`config.mk`:
```
export PLATFORM = sky130hd
export DESIGN_NAME = axi_ts_trig_cond
export DESIGN_NICKNAME = d
export VERILOG_FILES = /design/src/rtl/axi_ts_trig_cond.sv
export SDC_FILE = /design/constraint.sdc
export NUM_CORES = 1
export LEC_CHECK = 0
export BUFFER_PORTS_ARGS = -buffer_cell sky130_fd_sc_hd__clkbuf_2
export CORE_AREA = 5 5 122 124
export DETAILED_ROUTE_END_ITERATION = 16
export DIE_AREA = 0 0 127 129
export GPL_ROUTABILITY_DRIVEN = 0
export GPL_TIMING_DRIVEN = 0
export PLACE_DENSITY_LB_ADDON = 0.15
export SYNTH_ARGS = -nofsm -noshare
export SYNTH_HDL_FRONTEND = slang
export SYNTH_SLANG_ARGS = --single-unit
```
`constraint.sdc`:
```
create_clock -name aclk -period 2.9 [get_ports aclk]
set_input_delay 0.58 -clock aclk [delete_from_list [all_inputs] [get_ports aclk]]
set_output_delay 0.58 -clock aclk [all_outputs]
set_load 0.01 [all_outputs]
```
`src/rtl/axi_ts_trig_cond.sv`:
```
// -----------------------------------------------------------------------------
// axi_ts_trig_cond
// Conditions an asynchronous board-level trigger pin for the trigger subsystem:
// synchroniser -> glitch filter -> edge select -> holdoff FSM -> one-cycle
// qualified pulse, stamped with RTC seconds/nanoseconds and counted.
//
// Ports
//   aclk, aresetn       clock, asynchronous active-low reset
//   trig_in             raw asynchronous trigger pin
//   cfg_enable          1 = triggers may be emitted
//   cfg_edge            00 rising, 01 falling, 10 both, 11 none
//   cfg_filter_len      cycles a new level must persist beyond the first
//   cfg_holdoff         dead cycles after each emitted trigger
//   cnt_clear           single-cycle pulse, clears counters
//   rtc_sec, rtc_nsec   RTC time
//   trig_out            qualified one-cycle trigger pulse
//   trig_sec/trig_nsec  RTC time captured at the last trigger
//   trig_count          emitted-trigger count (wraps)
//   missed_count        edges suppressed by holdoff (saturating)
//
// Build option: define TS_TRIG_MISSED_CNT_EN to build the missed_count
// counter; otherwise missed_count is tied to 0.
// -----------------------------------------------------------------------------
module axi_ts_trig_cond #(
    parameter int SYNC_STAGES = 2,
    parameter int FILT_W      = 8,
    parameter int HOLD_W      = 24
) (
    input  logic              aclk,
    input  logic              aresetn,
    input  logic              trig_in,
    input  logic              cfg_enable,
    input  logic [1:0]        cfg_edge,
    input  logic [FILT_W-1:0] cfg_filter_len,
    input  logic [HOLD_W-1:0] cfg_holdoff,
    input  logic              cnt_clear,
    input  logic [31:0]       rtc_sec,
    input  logic [31:0]       rtc_nsec,
    output logic              trig_out,
    output logic [31:0]       trig_sec,
    output logic [31:0]       trig_nsec,
    output logic [31:0]       trig_count,
    output logic [15:0]       missed_count
);

    localparam logic [0:0] ST_IDLE    = 1'b0;
    localparam logic [0:0] ST_HOLDOFF = 1'b1;

    // The arm counter runs to SYNC_STAGES+1 (at most 5), so 3 bits suffice.
    localparam int             ARM_W    = 3;
    localparam logic [ARM_W-1:0] ARM_DONE = ARM_W'(SYNC_STAGES + 1);

    // ---------------- synchroniser ----------------
    logic [SYNC_STAGES-1:0] sync_reg;
    logic [SYNC_STAGES-1:0] sync_next;
    logic                   sync_out;

    generate
        for (genvar gi = 0; gi < SYNC_STAGES; gi++) begin : g_sync
            if (gi == 0) begin : g_first
                assign sync_next[gi] = trig_in;
            end else begin : g_rest
                assign sync_next[gi] = sync_reg[gi-1];
            end
        end
    endgenerate

    assign sync_out = sync_reg[SYNC_STAGES-1];

    // ---------------- arming / filter / edge ----------------
    logic [ARM_W-1:0]  arm_reg;
    logic              armed;
    logic              filt_reg, filt_next;
    logic              filt_d_reg, filt_d_next;
    logic [FILT_W-1:0] fcnt_reg, fcnt_next;
    logic              edge_hit;
    logic              qualified_edge;

    assign armed = (arm_reg == ARM_DONE);

    always_comb begin
        filt_next   = filt_reg;
        filt_d_next = filt_reg;
        fcnt_next   = '0;
        if (!armed) begin
            // While arming, both the level and its delayed copy follow the
            // synchroniser so that a pin already high at release is not
            // mistaken for an edge once arming completes.
            filt_next   = sync_out;
            filt_d_next = sync_out;
        end else if (sync_out != filt_reg) begin
            if (fcnt_reg >= cfg_filter_len) begin
                filt_next = sync_out;
            end else begin
                fcnt_next = fcnt_reg + FILT_W'(1);
            end
        end
    end

    always_comb begin
        edge_hit = 1'b0;
        case (cfg_edge)
            2'b00:   edge_hit =  filt_reg & ~filt_d_reg;
            2'b01:   edge_hit = ~filt_reg &  filt_d_reg;
            2'b10:   edge_hit =  filt_reg ^  filt_d_reg;
            default: edge_hit = 1'b0;
        endcase
    end

    assign qualified_edge = armed & edge_hit;

    // ---------------- holdoff FSM ----------------
    logic [0:0]        state_reg, state_next;
    logic [HOLD_W-1:0] hold_reg, hold_next;
    logic              trig_out_reg, trig_out_next;
    logic              fire;
    logic [31:0]       trig_sec_reg, trig_nsec_reg;
    logic [31:0]       trig_count_reg, trig_count_next;

    always_comb begin
        state_next    = state_reg;
        hold_next     = hold_reg;
        trig_out_next = 1'b0;
        fire          = 1'b0;
        if (!cfg_enable) begin
            state_next = ST_IDLE;
            hold_next  = '0;
        end else begin
            case (state_reg)
                ST_IDLE: begin
                    if (qualified_edge) begin
                        trig_out_next = 1'b1;
                        fire          = 1'b1;
                        if (cfg_holdoff != '0) begin
                            hold_next  = cfg_holdoff;
                            state_next = ST_HOLDOFF;
                        end
                    end
                end
                default: begin
                    // Count 1 is the last dead cycle; the next one is live.
                    if (hold_reg <= HOLD_W'(1)) begin
                        hold_next  = '0;
                        state_next = ST_IDLE;
                    end else begin
                        hold_next = hold_reg - HOLD_W'(1);
                    end
                end
            endcase
        end
    end

    // A trigger coincident with a clear still counts itself.
    always_comb begin
        trig_count_next = trig_count_reg;
        if (fire) begin
            trig_count_next = cnt_clear ? 32'd1 : trig_count_reg + 32'd1;
        end else if (cnt_clear) begin
            trig_count_next = '0;
        end
    end

    always_ff @(posedge aclk or negedge aresetn) begin
        if (!aresetn) begin
            sync_reg       <= '0;
            arm_reg        <= '0;
            filt_reg       <= 1'b0;
            filt_d_reg     <= 1'b0;
            fcnt_reg       <= '0;
            state_reg      <= ST_IDLE;
            hold_reg       <= '0;
            trig_out_reg   <= 1'b0;
            trig_sec_reg   <= '0;
            trig_nsec_reg  <= '0;
            trig_count_reg <= '0;
        end else begin
            sync_reg       <= sync_next;
            if (!armed) begin
                arm_reg <= arm_reg + ARM_W'(1);
            end
            filt_reg       <= filt_next;
            filt_d_reg     <= filt_d_next;
            fcnt_reg       <= fcnt_next;
            state_reg      <= state_next;
            hold_reg       <= hold_next;
            trig_out_reg   <= trig_out_next;
            trig_count_reg <= trig_count_next;
            if (fire) begin
                trig_sec_reg  <= rtc_sec;
                trig_nsec_reg <= rtc_nsec;
            end
        end
    end

    assign trig_out   = trig_out_reg;
    assign trig_sec   = trig_sec_reg;
    assign trig_nsec  = trig_nsec_reg;
    assign trig_count = trig_count_reg;

`ifdef TS_TRIG_MISSED_CNT_EN
    logic [15:0] missed_reg;
    logic        missed_hit;

    assign missed_hit = cfg_enable & (state_reg == ST_HOLDOFF) & qualified_edge;

    always_ff @(posedge aclk or negedge aresetn) begin
        if (!aresetn) begin
            missed_reg <= '0;
        end else if (cnt_clear) begin
            missed_reg <= '0;
        end else if (missed_hit && (missed_reg != 16'hFFFF)) begin
            missed_reg <= missed_reg + 16'd1;
        end
    end

    assign missed_count = missed_reg;
`else
    assign missed_count = '0;
`endif

endmodule

```
==> flow_summary.json, run 1 <==
{
  "die_y_um": 129,
  "h-tree-depth": 4,
  "yosys.area.top_type_share_pct": 49.82,
  "drt-total-wl_um": 19720,
  "synth-seq-cells": 137,
  "synth_area_leader_cell": "dfrtp_1",
  "syn_area_per_cell_um2": 9.127,
  "critical_path_required_ns": 3.17,
  "setup_violations": 0,
  "cts_tree": "built",
  "fin_crit_ns": 2.692,
  "first_pass_iters": 6,
  "numPortBuffers": 199,
  "cap_violations": 0,
  "fmax_mhz": 371.5,
  "final_max_slew_viol_count": 0,
  "clk_latency_ns": 0.42,
  "clockRootBuffer": "clkbuf_16",
  "tns_ns": 0,
  "critPathMaxFanout": 10,
  "rows": 43,
  "power_density_nw_per_um2": 687.2,
  "drc": 0,
  "reg2reg_slack_ns": 0.21,
  "grt_max_degree": 90,
  "drtAntennaViolNets": 0,
  "die-area_um2": 16380,
  "cts_max_path_buffers": 2,
  "final_nets": 1107,
  "final_core_util_pct": 64.81,
  "synth_cells": 754,
  "initialDrtViolationCount": 364,
  "cts_sinks": 137,
  "status": "finished, final reports clean",
  "finalHoldViolCount": 0,
  "nFillCells": 1210,
  "clk_pin_slew_ns": 0.06,
  "syn_to_final_growth_pct": 28.69,
  "maxSlewHeadroom_pct": 47.37,
  "rsz0062_at_grt": "false",
  "yosys_most_used_dff": "dfrtp_1",
  "cp-start-kind": "register",
  "synthArstFlopShare_pct": 100.0,
  "synth_edf_count": 0,
  "cts_made_buffers": 17,
  "yosys_warnings": 0,
  "vias": 6415,
  "antenna_found_initial": 0,
  "power.total_mw": 6.085,
  "num_io_pins": 216,
  "hpwl_um": 14300,
  "die_w_um": 127,
  "drive_gt1_share_pct": 28.17,
  "crit_arrival_ns": 2.97,
  "peakVddDrop_mv": 0.4588,
  "min_period_over_period_pct": 92.83,
  "setup_ws_ns": 0.2080,
  "core_area_um2": 13670,
  "wl_per_cell_um": 16.70,
  "clock_skew_ns": 0.007152,
  "holdWs_ns": 0.1170,
  "crit_path_end_kind": "register",
  "overflow": 0,
  "n_antenna_cell": 0,
  "syn_area_um2": 6882,
  "grt_use_total_pct": 23.95,
  "grt_pass1_vias": 6183,
  "synth_top_cells_by_count": "218 x nand2_1, 137 x dfrtp_1, 32 x a21oi_1, 32 x clkbuf_1, 25 x nor2_1",
  "tightestPinTransition_ns": 0.7822,
  "vias_per_cell": 5.432,
  "initial_core_util_pct": 50.36,
  "grt_pass1_wl_um": 31230,
  "seq_area_frac_synth_pct": 49.82,
  "crit_type": "reg2reg",
  "hp-class": "in2async",
  "dp_slack_ns": -0.2595,
  "yosys-top-cells-area": "dfrtp_1 50%, nand2_1 12%, ha_1 2.9%",
  "ys_types": 57,
  "p_leak_nw": 4.451,
  "yosysMostFrequentCell": "nand2_1"
}
[cell families after synthesis]
kind of cell / Yosys count / share of synthesized area, %
AND/OR/NAND/NOR: 356 / 23.87
other: 1 / 0.05449
flip-flops: 137 / 49.82
AO/OA/AOI/OAI: 142 / 14.84
buffers and inverters: 81 / 5.636
multiplexers: 8 / 1.218
adder cells (fa/ha/maj): 16 / 2.909
XOR/XNOR: 13 / 1.655
[routing by layer]
| metal | track usage [%] | wire (µm) | vias to the layer above |
|---|---|---|---|
| li1 | - | - | 3104 |
| met1 | 31.66 | 8570 | 3007 |
| met2 | 37.55 | 9187 | 267 |
| met3 | 6.808 | 1458 | 37 |
| met4 | 9.527 | 503 | 0 |
| met5 | 0 | 0 | - |
[path summary, 6_finish.rpt]
check | to | from | depth (start not counted)
worst min register to register | sync_reg[1]$_DFF_PN0_ | sync_reg[0]$_DFF_PN0_ | 0
worst max-delay path | trig_count[22]$_DFFE_PN0P_ | arm_reg[0]$_DFFE_PN0N_ | 9
min in group aclk | sync_reg[0]$_DFF_PN0_ | trig_in | 1
worst max register to register | trig_count[22]$_DFFE_PN0P_ | arm_reg[0]$_DFFE_PN0N_ | 9
worst min-delay path | fcnt_reg[0]$_DFF_PN0_ | aresetn | 1
max in group asynchronous | trig_nsec[21]$_DFFE_PN0P_ | aresetn | 2
[critical path: stages, from the launching register on]
cell and delay (ns):
dfrtp_1 0.36, ha_1 0.17, ha_1 0.15, clkbuf_1 0.26, a21boi_4 0.33, nand4_1 0.26
clkbuf_2 0.28, clkbuf_1 0.28, o31ai_1 0.34, a21oi_1 0.12
[placed cells by master (no fill, tap or decap), types with 12 or more instances in the layout]
master	n
nand4_1	14
clkbuf_1	21
nor2_1	25
o31ai_1	19
nor4_1	13
nand3_1	15
buf_4	18
ha_1	16
nand2_1	218
o22ai_1	14
or4_1	20
clkbuf_16	17
inv_1	23
o21ai_0	12
a21oi_1	32
conb_1	16
clkbuf_2	208
dfrtp_1	137
[what timing repair did]
item | in CTS | in global routing
setup buffers | 0 | 2
endpoints found under the setup margin | 94 | 93
resized for setup | 3 | 19
hold endpoints to repair | 0 | 0
hold buffers | 0 | 0
[layout make-up]
type	instances	area [µm²]	area share [%]
clock buffers	20	456.7	5.157
plain buffers	54	299.0	3.377
flip-flops and latches	137	3428	38.71
repair buffers	202	1047	11.83
multi-input cells	551	3133	35.38
clock inverters	12	172.7	1.950
well taps	180	225.2	2.543
inverters	25	93.84	1.060
[report_power, final]
| group | total [mW] | internal [mW] | switching (mW) |
|---|---|---|---|
| combinational | 1.37 | 0.547 | 0.818 |
| sequential | 2.41 | 2.21 | 0.209 |
| clock | 2.31 | 1.48 | 0.825 |
| total | 6.09 | 4.23 | 1.85 |
[stage by stage]
stage,instance area (µm²),cells
final,8856,1181
after global routing,8856,1181
after CTS,8826,1180
after detailed placement,8195,1149
after global placement,8159,1148
after floorplan,6938,769
No activity file was read; power rests on OpenSTA's default activity.
==> run 2, diff against run 1 <==
CORE_AREA = 2 2 119 121   (was 5 5 122 124)
DIE_AREA = 0 0 121 123   (was 0 0 127 129)
GPL_ROUTABILITY_DRIVEN = unset   (was 0)
==> run 2 against run 1 <==
- global-route usage grew 2.0 points
- design area down 0.55%
- clock power decreased by 5%
- first-iteration DRC count is 34% higher
- utilization fell by 0.10 points
- critical endpoint is now hold_reg[18]$_DFFE_PN0P_
- largest cell class unchanged
- largest power group unchanged
- highest routed layer unchanged
==> flow_summary.json, run 2 (same netlist as run 1, synthesis figures left out) <==
{
  "grt_pass1_wl_um": 30200,
  "antenna_found_initial": 0,
  "mostFrequentLayoutCells": "218 x nand2_1, 206 x clkbuf_2, 137 x dfrtp_1, 32 x a21oi_1, 25 x nor2_1",
  "final_max_slew_viol_count": 0,
  "cp_slowest_cell": "o21ai_0",
  "post_cts_buffers": 0,
  "crit_arrival_ns": 3.00,
  "max_stage_delay_ns": 0.51,
  "rows": 43,
  "maxSlewHeadroom_pct": 52.03,
  "wl_per_cell_um": 16.27,
  "cp-start-kind": "register",
  "first_pass_iters": 5,
  "die_w_um": 121,
  "reg2reg_to": "hold_reg[18]$_DFFE_PN0P_",
  "timing.rr.start": "filt_reg$_DFFE_PN0P_",
  "grt_max_degree": 73,
  "overflow": 0,
  "gp_congestion": 0.9126,
  "die-area_um2": 14880,
  "crit_type": "reg2reg",
  "syn_to_final_growth_pct": 27.98,
  "rsz0062_at_grt": "false",
  "numPortBuffers": 199,
  "clk_pin_slew_ns": 0.06,
  "cap_violations": 0,
  "tightestPinTransition_ns": 0.7144,
  "cts_sinks": 137,
  "die_y_um": 123,
  "final_core_util_pct": 64.70,
  "crit_chain": "inv_1 -> ha_1 -> inv_1 -> a211o_1 -> o211a_1 -> o21ai_0 -> clkbuf_2 -> o2bb2ai_1",
  "critical_path_required_ns": 3.20,
  "setup_violations": 0,
  "holdBufCountCts": 0,
  "final_common_cell": "nand2_1",
  "clockRootBuffer": "clkbuf_16",
  "min_period_over_period_pct": 93.38,
  "drt-total-wl_um": 19180,
  "grt_pass1_vias": 5953,
  "drive_gt1_share_pct": 27.93,
  "fin_crit_ns": 2.708,
  "clock_skew_ns": 0.007371,
  "n_antenna_cell": 0,
  "dp_slack_ns": -0.3107,
  "cts_tree": "built",
  "peakVddDrop_mv": 0.5223,
  "num_io_pins": 216,
  "p_leak_nw": 4.419,
  "drc": 0,
  "initial_core_util_pct": 50.56,
  "status": "finished, final reports clean",
  "critPathMaxFanout": 10,
  "drtAntennaViolNets": 0,
  "crit_path_end_kind": "register",
  "hpwl_um": 13720,
  "reg2reg_slack_ns": 0.19,
  "cp_common_cell": "inv_1",
  "finalHoldViolCount": 0,
  "h-tree-depth": 4,
  "final_nets": 1105,
  "crit_family": "compound AO/OA/AOI/OAI gates",
  "core_area_um2": 13610,
  "vias": 6412,
  "clk_latency_ns": 0.42,
  "worstRegToRegCells": 8,
  "fmax_mhz": 369.3,
  "grt_use_total_pct": 25.98,
  "hp-class": "in2async",
  "vias_per_cell": 5.439,
  "initialDrtViolationCount": 488,
  "cts_made_buffers": 17,
  "power_density_nw_per_um2": 679.3,
  "crit_buf_inv": 3,
  "setup_ws_ns": 0.1918,
  "cts_max_path_buffers": 2
}
==> run 2: cell count changes in the layout (fill, tap and decap cells not counted), sizes merged <==
cell / change
buf: -1
bufinv: -2
clkbuf: -3
clkinv: -2
inv: +6
==> run 2: how the worst max path moves through the flow <==
stage	start	end	slack, ns	depth (start not counted)
finish	filt_reg$_DFFE_PN0P_	hold_reg[18]$_DFFE_PN0P_	0.19	8
global route	arm_reg[0]$_DFFE_PN0N_	trig_count[16]$_DFFE_PN0P_	0.03	9
CTS	filt_reg$_DFFE_PN0P_	hold_reg[18]$_DFFE_PN0P_	0.04	8
detailed placement	arm_reg[0]$_DFFE_PN0N_	hold_reg[18]$_DFFE_PN0P_	-0.31	9
global placement	aresetn	trig_nsec[31]$_DFFE_PN0P_	-1.10	1
floorplan	arm_reg[0]$_DFFE_PN0N_	trig_count[21]$_DFFE_PN0P_	0.49	8
==> run 2: routing by layer <==
layer | part of all wire (%) | vias to the layer above | GRT usage (%)
met5 | 0 | - | 0
met4 | 2.2 | 0 | 8.358
met3 | 6.6 | 42 | 7.242
met2 | 47 | 257 | 41.47
met1 | 44 | 3011 | 34.48
li1 | - | 3102 | -
==> run 2: final cells by class <==
class / instances / area (µm²)
clock inverters: 14 / 158.9
well taps: 180 / 225.2
clock buffers: 18 / 439.2
fillers: 1182 / 4805
repair buffers: 200 / 1032
plain buffers: 54 / 296.5
inverters: 25 / 93.84
multi-input cells: 551 / 3133
flip-flops and latches: 137 / 3428
==> run 2: what timing repair did <==
action                     CTS  global route
resized for setup            2            16
gates cloned                 0             0
pin swaps                    0             0
setup endpoints to repair   95            83
==> run 2: power breakdown <==
group / switching [mW] / internal, mW / leakage [nW]
Clock: 0.897 / 1.31 / 0.289
Combinational: 0.816 / 0.545 / 2.35
Sequential: 0.212 / 2.20 / 1.78
Total: 1.93 / 4.06 / 4.42
==> run 2: stage by stage <==
step	hold slack, ns	setup TNS (ns)	cells	area, µm²	total power, mW
after global placement	0.3488	-153.41	1148	8159	3.764
after detailed placement	0.3504	-10.94	1149	8195	3.787
final	0.1435	0	1179	8807	5.982
after global routing	0.1663	0	1179	8807	6.274
after CTS	0.1603	0	1180	8795	6.010
after floorplan	0.2844	0	769	6938	3.198
